[src/rtl/reverb_pkg.sv]
// Shared reverb types: mixer FSM states, mix width and the wet-weight helper.
package reverb_pkg;

    localparam int MIX_WIDTH = 8;

    typedef enum logic [1:0] {
        BYPASS_S,
        FADE_IN_S,
        ACTIVE_S,
        FADE_OUT_S
    } mixer_state_t;

    // Full-scale mix maps to weight 256 so that 255 passes wet through exactly.
    function automatic logic [MIX_WIDTH:0] wet_weight(input logic [MIX_WIDTH-1:0] m);
        return (m == {MIX_WIDTH{1'b1}}) ? {1'b1, {MIX_WIDTH{1'b0}}} : {1'b0, m};
    endfunction

endpackage

[src/rtl/mix_slew_limiter.sv]
// Effective mix weight register, moving toward its target once per tick.
// WET_DRY_MIXER_SLEW_EN enables rate limiting; otherwise the target loads directly.
module mix_slew_limiter
    import reverb_pkg::*;
(
    input  logic                 clk_i,
    input  logic                 rst_n_i,
    input  logic                 tick_i,
    input  logic [MIX_WIDTH-1:0] target_i,
    input  logic [MIX_WIDTH-1:0] step_i,
    output logic [MIX_WIDTH-1:0] mix_cur_o
);

    logic [MIX_WIDTH-1:0] r_mix_cur;
    logic [MIX_WIDTH-1:0] w_next;

`ifdef WET_DRY_MIXER_SLEW_EN
    logic                 w_up;
    logic [MIX_WIDTH-1:0] w_diff;
    logic [MIX_WIDTH-1:0] w_move;

    always_comb begin
        w_up   = target_i > r_mix_cur;
        w_diff = w_up ? (target_i - r_mix_cur) : (r_mix_cur - target_i);
        w_move = (w_diff < step_i) ? w_diff : step_i;
        w_next = w_up ? (r_mix_cur + w_move) : (r_mix_cur - w_move);
    end
`else
    logic w_unused_step;
    assign w_unused_step = ^step_i;
    assign w_next        = target_i;
`endif

    always_ff @(posedge clk_i or negedge rst_n_i) begin
        if (!rst_n_i)
            r_mix_cur <= '0;
        else if (tick_i)
            r_mix_cur <= w_next;
    end

    assign mix_cur_o = r_mix_cur;

endmodule

[src/rtl/wet_dry_mixer.sv]
// Wet/dry crossfader with click-free enable/disable fades and a fixed 3-stage pipeline.
// Slewing is enabled by defining WET_DRY_MIXER_SLEW_EN.
module wet_dry_mixer
    import reverb_pkg::*;
#(
    parameter int DWIDTH    = 16,
    parameter int SLEW_STEP = 1
) (
    input  logic                     clk_i,
    input  logic                     rst_n_i,
    input  logic                     sample_tick_i,
    input  logic                     enable_i,
    input  logic [MIX_WIDTH-1:0]     mix_i,
    input  logic signed [DWIDTH-1:0] dry_i,
    input  logic signed [DWIDTH-1:0] wet_i,
    output logic signed [DWIDTH-1:0] data_o,
    output logic                     valid_o,
    output logic                     busy_o
);

    localparam int PW = DWIDTH + 10;

    mixer_state_t         r_state;
    logic                 r_busy;
    logic [MIX_WIDTH-1:0] w_mix_cur;
    logic [MIX_WIDTH-1:0] w_target;
    logic                 w_slew_tick;

    assign w_target    = (r_state == FADE_OUT_S) ? '0 : mix_i;
    assign w_slew_tick = sample_tick_i && (r_state != BYPASS_S);

    mix_slew_limiter u_slew (
        .clk_i     (clk_i),
        .rst_n_i   (rst_n_i),
        .tick_i    (w_slew_tick),
        .target_i  (w_target),
        .step_i    (MIX_WIDTH'(SLEW_STEP)),
        .mix_cur_o (w_mix_cur)
    );

    always_ff @(posedge clk_i or negedge rst_n_i) begin
        if (!rst_n_i) begin
            r_state <= BYPASS_S;
            r_busy  <= 1'b0;
        end else begin
            r_busy <= (r_state == FADE_IN_S) || (r_state == FADE_OUT_S);
            case (r_state)
                BYPASS_S:   if (enable_i) r_state <= FADE_IN_S;
                // Disable wins over arrival so a late drop of enable still fades out.
                FADE_IN_S:  if (!enable_i)              r_state <= FADE_OUT_S;
                            else if (w_mix_cur == mix_i) r_state <= ACTIVE_S;
                ACTIVE_S:   if (!enable_i) r_state <= FADE_OUT_S;
                FADE_OUT_S: if (enable_i)               r_state <= FADE_IN_S;
                            else if (w_mix_cur == '0)    r_state <= BYPASS_S;
                default:    r_state <= BYPASS_S;
            endcase
        end
    end

    logic signed [DWIDTH-1:0] r_dry, r_wet;
    logic [MIX_WIDTH:0]       r_w;
    logic signed [PW-1:0]     r_pd, r_pw;
    logic signed [DWIDTH-1:0] r_data;
    logic [2:0]               r_vld_pipe;
    logic signed [9:0]        w_wdry, w_wwet;
    logic signed [PW-1:0]     w_sum;

    assign w_wwet = {1'b0, r_w};
    assign w_wdry = {1'b0, 9'(9'd256 - r_w)};
    assign w_sum  = r_pd + r_pw;

    always_ff @(posedge clk_i or negedge rst_n_i) begin
        if (!rst_n_i) begin
            r_dry      <= '0;
            r_wet      <= '0;
            r_w        <= '0;
            r_pd       <= '0;
            r_pw       <= '0;
            r_data     <= '0;
            r_vld_pipe <= '0;
        end else begin
            r_vld_pipe <= {r_vld_pipe[1:0], sample_tick_i};
            if (sample_tick_i) begin
                r_dry <= dry_i;
                r_wet <= wet_i;
                r_w   <= wet_weight(w_mix_cur);
            end
            if (r_vld_pipe[0]) begin
                r_pd <= PW'(r_dry) * PW'(w_wdry);
                r_pw <= PW'(r_wet) * PW'(w_wwet);
            end
            // Convex combination always fits DWIDTH; arithmetic shift floors toward -inf.
            if (r_vld_pipe[1])
                r_data <= DWIDTH'(w_sum >>> 8);
        end
    end

    assign data_o  = r_data;
    assign valid_o = r_vld_pipe[2];
    assign busy_o  = r_busy;

endmodule
[config.mk]
export PLATFORM = sky130hd
export DESIGN_NAME = wet_dry_mixer
export DESIGN_NICKNAME = d
export VERILOG_FILES = /design/src/rtl/reverb_pkg.sv /design/src/rtl/mix_slew_limiter.sv /design/src/rtl/wet_dry_mixer.sv
export SDC_FILE = /design/constraint.sdc
export NUM_CORES = 1
export LEC_CHECK = 0
export CORE_MARGIN = 5
export CORE_UTILIZATION = 37
export DETAILED_ROUTE_END_ITERATION = 8
export PLACE_DENSITY = 0.57
export SLEW_MARGIN = 10
export SYNTH_ARGS = -nofsm -noshare
export SYNTH_HDL_FRONTEND = slang
export SYNTH_SLANG_ARGS = --single-unit
export TNS_END_PERCENT = 1
[constraint.sdc]
create_clock -name clk_i -period 8.5 [get_ports clk_i]
set_clock_uncertainty 0.15 [all_clocks]
set_input_delay 1.7 -clock clk_i [delete_from_list [all_inputs] [get_ports clk_i]]
set_output_delay 1.7 -clock clk_i [all_outputs]
set_load 0.01 [all_outputs]
* Word-level counts from Yosys, hierarchy flattened
Cells that the tools add are included.
** Operators by class
- Add/subtract/negate cells :: 2
- Multiply operators :: 2
- Eq/ne operators :: 9
- Muxes and demuxes :: 9
- Reductions and logical operators :: 6
** Operator list (count)
- $mul A16 B10 Y24 :: 2
- $add A24 B24 Y24 :: 1
- $mux W2 :: 6
- $mux W9 :: 1
- $sub A9 B9 Y9 const A :: 1
- $eq A8 B8 Y1 :: 1
- $eq A8 B8 Y1 const B :: 1
- $logic_not A8 Y1 :: 1
- $mux W8 :: 1
- $pmux W2 S4 :: 1
- $ne A3 B2 Y1 const B :: 2
- $eq A2 B2 Y1 const B :: 2
- $ne A2 B2 Y1 const B :: 2
- $reduce_and A4 Y1 :: 1
- $eq A2 B1 Y1 const B :: 1
- $logic_not A2 Y1 :: 1
- $reduce_bool A2 Y1 :: 1
- $logic_and A1 B1 Y1 :: 1
- $logic_or A1 B1 Y1 :: 1
** Storage, ports and cells
- Flip-flop bits (word level) :: 119
- Bits of input ports :: 44
- Output and inout port bits :: 18
- Logic and storage cells :: 38

* Depth between registers and ports, before layout
Gate-level depths: netlist (run 1).
- Depth after elaboration :: 4
- Mapped depth :: 25
- Mapped depth without buffers :: 23

* Cells and area by module
Synthesis (run 1) repeated with hierarchy kept, for this count alone.
** Second synthesis, totals
- Cells, all modules :: 1625
- Area, all modules :: 15707.6 um^2
** Modules (own cells, without submodules)
- wet_dry_mixer :: instances 1, cells each 1608, area each 15376.0 um^2, sequential area each 2777.7 um^2
- mix_slew_limiter :: instances 1, cells each 17, area each 331.6 um^2, sequential area each 200.2 um^2

* Worst setup path before layout (run 1)
OpenSTA, ideal clock, no wires.
- Path kind :: reg2reg
- Start :: reg r_w[1]
- End :: reg r_pd[23]
- Setup time :: 0.125 ns
- Arrival :: 5.863 ns
- Required time :: 8.225 ns
- Slack :: 2.362 ns
- Stages on the path, launching flop included :: 24
- Buffers on the path :: 2
- Clock period less this slack :: 6.138 ns
- Cell sequence :: dfrtp_1 > clkbuf_1 > inv_1 > ha_1 > xnor2_1 > clkbuf_1 > nand2_1 > fa_1 > inv_1 > fa_1 > fa_1 > fa_1 > inv_1 > fa_1 > inv_1 > ha_1 > a21oi_1 > nand2_1 > a221oi_1 > o21a_1 > o211ai_1 > a41oi_1 > xnor2_1 > mux2_2
** On the way
- Longest elaborated chain between the ends :: 2
** Ends and longest elaborated chain
- from (decl) :: RTL line wet_dry_mixer.sv:61 : logic [MIX_WIDTH:0] r_w;
- from (signal assigned) :: RTL line wet_dry_mixer.sv:86 : r_w <= wet_weight(w_mix_cur);
- $sub A9 B9 Y9 :: RTL line wet_dry_mixer.sv:69 : assign w_wdry = {1'b0, 9'(9'd256 - r_w)};
- $mul A16 B10 Y24 :: RTL line wet_dry_mixer.sv:89 : r_pd <= PW'(r_dry) * PW'(w_wdry);
- to (signal assigned) :: RTL line wet_dry_mixer.sv:89
- to (decl) :: RTL line wet_dry_mixer.sv:62 : logic signed [PW-1:0] r_pd, r_pw;
Every way passes these cells.
A chain may end at the register's enable or synchronous reset.

* Worst setup path after layout (run 1)
- Start :: reg r_w[2]
- End :: reg r_pd[23]
The elaborated chain is that of the path after synthesis.

==> flow_summary_export.csv, run 1 <==
group,metric,value,unit
routing,ant_nets,0,
layout,syn2layout_area_growth,10.56,%
die,die_w,216.0,um
place,place_area,16790,um^2
synth,yosysWarnings,0,
synth,synth_edf_count,0,
setup_path,crit_required,8.68,ns
place,numPortBuffers,61,
grt,grt_pass1_wl,59.54,mm
synth,yosysUniqueCellTypes,62,
grt,grt_overflow,0,
grt,grt_usage,15.68,%
timing,drv_slew,0,
clock_tree,clock_sinks,119,
setup_path,r2r_setup_slack,1.68,ns
hold_path,hp-start,"data_o[8]$_DFFE_PN0P_",
clock_tree,postCtsSetupBuffers,0,
routing,vias_per_cell,4.903,
timing,rsz0062_at_grt,"no",
clock_tree,htree_num_levels,4,
clock_tree,ctsResizeCount,0,
routing,drcViolationCount,0,
setup_path,r2r_start,"r_w[2]$_DFFE_PN0P_",
synth,synth_seq_cells,119,
hold_path,worstHoldPathCells,1,
grt,grt_pass1_vias,11320,
synth,synthCells,1635,
routing,dr.first_iter.drc_count,416,
grt,grt_max_degree,69,
setup_path,ff2ff_path_depth,20,
synth,syn_area,15690,um^2
timing,worstMarginPinSlew,0.8851,ns
layout,drive_gt1_share,8.098,%
routing,vias,10820,
synth,synth_top_area_cell,"fa_1",
setup_path,start_kind,"register",
run,maxCapViolCount,0,
die,num_rows,75,
timing,tns,0,ns
hold_path,min_to,"data_o[8]$_DFFE_PN0P_",
setup_path,arrival,7.00,ns
setup_path,worstReg2RegEnd,"r_pd[23]$_DFFE_PN0P_",
clock_tree,clk_pin_slew_worst_paths,0.07,ns
setup_path,crit_path_end_kind,"register",
synth,synth_sequential_area_ratio,18.97,%
clock_tree,insertion_delay,0.44,ns
setup_path,crit_type,"register to register",
grt,antenna_found_initial,1,
clock_tree,cts_tree,"done",
setup_path,path_max_fanout,21,
timing,hold_violations,0,
routing,detail_route.wl_per_cell,16.05,um
die,die_y,216.0,um
timing,relSlewSlack,40.93,%
die,fp.dieArea,46630,um^2
layout,final_cell_mix,"inv_1, fa_1, nand2_1",
synth,synthTopCellsByArea,"fa_1, dfrtp_1, ha_1",
synth,avgSynthCellArea,9.599,um^2
synth,synth_top_area_share,29.34,%
place,gp_congestion,0.8019,
timing,fmax,146.7,MHz
routing,first_pass_iters,5,
routing,drt_wl_total,35.41,mm
hold_path,holdCritPathClass,"register to register",
run_status,status,"finished, final reports clean",
layout,final_net_count,2059,
timing,finalCriticalPeriod,6.819,ns
place,dp_hpwl,27.95,mm
clock_tree,numCtsBuffers,17,
layout,layout_commonest_cell,"inv_1",
timing,period_share,80.22,%
synth,synth_nets,2040,
synth,synthArstFlopShare,100.0,%
timing,setup_viol,0,
clock_tree,root_buffer,"clkbuf_16",
setup_path,critPathLaunch,"r_w[2]$_DFFE_PN0P_",
die,core,41950,um^2
synth,ys.flop_type,"dfrtp_1",
clock_tree,hold_buffers,0,
die,ioPinCount,62,
clock_tree,cts.path.max_buffers,2,
die,start_util,37.41,%
layout,final_area,17350,um^2
-- sequential cells by signal, summed over array words and instances, names as in the netlist --
register,cells
r_w,9
r_wet,16
r_pd,24
busy_o,1
r_pw,24
r_vld_pipe,3
data_o,16
r_state,2
r_dry,16
u_slew.mix_cur_o,8
-- Yosys cell counts (20+ instances only) --
| library cell | count |
|---|---|
| a21o_1 | 21 |
| a21oi_1 | 49 |
| and2_1 | 162 |
| buf_1 | 20 |
| clkbuf_1 | 51 |
| dfrtp_1 | 119 |
| fa_1 | 230 |
| ha_1 | 131 |
| inv_1 | 282 |
| mux2_2 | 72 |
| nand2_1 | 165 |
| nor2_1 | 30 |
| o21ai_0 | 37 |
| xnor2_1 | 50 |
| xor2_1 | 23 |
-- worst max-delay path by stage --
stage	end	slack, ns	depth (start not counted)
global placement	r_pd[23]$_DFFE_PN0P_	1.84	20
CTS	r_pd[23]$_DFFE_PN0P_	1.73	20
floorplan	r_pd[23]$_DFFE_PN0P_	2.36	23
global route	r_pd[23]$_DFFE_PN0P_	1.41	20
finish	r_pd[23]$_DFFE_PN0P_	1.68	20
detailed placement	r_pd[23]$_DFFE_PN0P_	1.74	20
-- cell type report --
type / instances / area, um^2
tap: 539 / 674.4
clock buffer: 18 / 439.2
multi-input combinational: 1162 / 11390
inverter: 282 / 1059
clock inverter: 14 / 117.6
antenna: 1 / 2.502
fill: 4049 / 24600
sequential: 119 / 2979
timing repair buffer: 72 / 685.7
-- stage by stage --
step	hold WS [ns]	utilization, %	worst slack [ns]	cells
final	0.3430	41.36	1.681	2207
after global routing	0.3629	41.36	1.412	2206
after CTS	0.3486	41.36	1.726	2206
after detailed placement	0.3338	40.03	1.742	2174
after global placement	0.3223	40.03	1.838	2174
after floorplan	0.2019	-	2.362	1635
-- layer usage --
metal | wire length, um | vias to the layer above | share of wire, % | track usage (%)
li1 | - | 5197 | - | -
met1 | 17030 | 5450 | 48 | 22.33
met2 | 16870 | 145 | 48 | 25.52
met3 | 1040 | 29 | 2.9 | 2.298
met4 | 470 | 0 | 1.3 | 3.540
met5 | 0 | - | 0 | 0
-- logic make-up after synthesis --
| group | synth area share [%] |
|---|---|
| simple gates | 15.43 |
| fa+ha+maj | 39.78 |
| buf+inv | 8.475 |
| compound gates | 7.678 |
| flops | 18.97 |
| mux | 5.485 |
| xor+xnor | 4.178 |
-- worst max-delay path, cell delays in order (launching register included) --
cell and delay, ns:
dfrtp_1 0.87, nor3_1 0.16, xnor2_2 0.72, nand2_1 0.17, fa_1 0.52, inv_1 0.05
fa_1 0.48, fa_1 0.52, fa_1 0.49, inv_1 0.05, fa_1 0.48, inv_1 0.05
ha_1 0.34, a21oi_1 0.16, nand2_1 0.10, a221oi_1 0.33, o21a_1 0.29, o211ai_1 0.16
a41oi_1 0.26, xnor2_1 0.09, mux2_2 0.26
Power of run 1 is left out: the tool's default activity adds up to more than one toggle a clock period on the data nets, which glitch-free logic cannot reach.
==> run 2: changes to the inputs <==
clock period = 6.7 ns   (was 8.5 ns; I/O delays follow)
==> flow_summary_export.csv, run 2 (same netlist as run 1, synthesis figures left out) <==
group,metric,value,unit
layout,layout_commonest_cell,"inv_1",
layout,final_util,41.75,%
routing,vias,10880,
clock_tree,cts_tree,"done",
setup_path,worst_path_max_delay_cell,"fa_1",
clock_tree,insertion_delay,0.44,ns
die,die_y,216.0,um
layout,reg.largest.list,"r_pd x24, r_pw x24",
die,die_w,216.0,um
timing,hold_violations,0,
setup_path,start_kind,"register",
routing,first_pass_iters,5,
clock_tree,clk_pin_slew_worst_paths,0.06,ns
grt,grt_overflow,0,
grt,grt_pass1_wl,60.02,mm
layout,diodes,0,
setup_path,crit_buf_inv,3,
die,num_rows,75,
routing,dr.first_iter.drc_count,528,
timing,period_share,93.88,%
timing,drv_slew,0,
die,ioPinCount,62,
die,fp.dieArea,46630,um^2
layout,fin_cells,2215,
clock_tree,htree_num_levels,4,
layout,syn2layout_area_growth,11.58,%
routing,drcViolationCount,0,
place,gp_congestion,0.8307,
routing,ant_nets,0,
setup_path,max_stage_delay,0.56,ns
setup_path,arrival,6.46,ns
routing,vias_per_cell,4.912,
setup_path,crit_chain,"nor4_2, nand2_1, xnor2_2, buf_4, and2_1, fa_1, fa_1, fa_1, fa_1, inv_1, fa_1, inv_1, ha_1, a21oi_1, o21ai_0, and3_1, a21oi_1, o211ai_1, a41oi_1, xnor2_1, mux2_2",
setup_path,crit_required,6.87,ns
hold_path,holdCritPathClass,"register to register",
setup_path,path_max_fanout,10,
die,core,41950,um^2
routing,detail_route.wl_per_cell,15.87,um
setup_path,crit_family,"adder cells",
timing,rsz0062_at_grt,"no",
timing,setup_viol,0,
timing,tns,0,ns
clock_tree,clock_sinks,119,
layout,drive_gt1_share,8.652,%
layout,final_area,17510,um^2
timing,worstMarginPinSlew,0.7910,ns
place,place_area,16860,um^2
timing,fmax,159.0,MHz
timing,relSlewSlack,47.21,%
clock_tree,numCtsBuffers,17,
grt,grt_pass1_vias,11430,
setup_path,crit_type,"register to register",
layout,final_cell_mix,"inv_1, fa_1, nand2_1",
setup_path,cp_common_cell,"fa_1",
die,start_util,37.41,%
run_status,status,"finished, final reports clean",
clock_tree,cts.path.max_buffers,2,
timing,finalCriticalPeriod,6.290,ns
run,maxCapViolCount,0,
place,dp_hpwl,28.16,mm
grt,grt_max_degree,56,
setup_path,crit_path_end_kind,"register",
place,numPortBuffers,61,
place,dpl.cell_count,2184,
grt,grt_usage,15.81,%
layout,final_net_count,2069,
clock_tree,root_buffer,"clkbuf_16",
routing,drt_wl_total,35.15,mm
grt,antenna_found_initial,1,
run 2: cell type report:
| cell class | instances | area (um^2) |
|---|---|---|
| fillers | 4078 | 24440 |
| clock inverters | 11 | 170.2 |
| well taps | 539 | 674.4 |
| clock buffers | 20 | 466.7 |
| repair buffers | 82 | 760.7 |
| multi-input cells | 1162 | 11400 |
| inverters | 282 | 1059 |
| flip-flops and latches | 119 | 2979 |
run 2: timing repair:
item / in CTS / in global routing
hold buffers: 0 / 0
buffers inserted: 0 / 0
setup endpoints to repair: 0 / 9
resized for setup: 0 / 2
run 2: worst register-to-register path: cells and delay by family, from the launching register on:
family	cells	cell delay (ns)
XOR/XNOR	2	0.45
multiplexers	1	0.26
AND/OR/NAND/NOR	4	0.89
adder cells (fa/ha/maj)	6	2.76
flip-flops	1	0.46
buffers and inverters	3	0.35
AO/OA/AOI/OAI	5	0.82
run 2: path summary, 6_finish.rpt:
check,from,to,slack (ns),cells after the start
max in group asynchronous,rst_n_i,r_vld_pipe[0]$_DFF_PN0_,4.60,2
min in group asynchronous,rst_n_i,busy_o$_DFF_PN0_,0.81,1
max reg2reg,r_w[2]$_DFFE_PN0P_,r_pd[23]$_DFFE_PN0P_,0.41,21
min,data_o[13]$_DFFE_PN0P_,data_o[13]$_DFFE_PN0P_,0.34,1
min reg2reg,data_o[13]$_DFFE_PN0P_,data_o[13]$_DFFE_PN0P_,0.34,1
max,r_w[2]$_DFFE_PN0P_,r_pd[23]$_DFFE_PN0P_,0.41,21
run 2: per-layer routing:
metal  global-route usage (%)  wire length, um
met1                    21.75            16640
met4                    2.714              291
met3                    2.761             1146
met5                        0                0
met2                    26.74            17070
run 2: stage by stage:
stage               hold slack [ns]  setup slack, ns
finish                       0.3420           0.4102
global route                 0.3743         0.009088
CTS                          0.3391           0.1530
detailed placement           0.3225           0.1745
global placement             0.3298           0.2415
floorplan                    0.2019           0.5623
Power of run 2 is left out for the same reason.
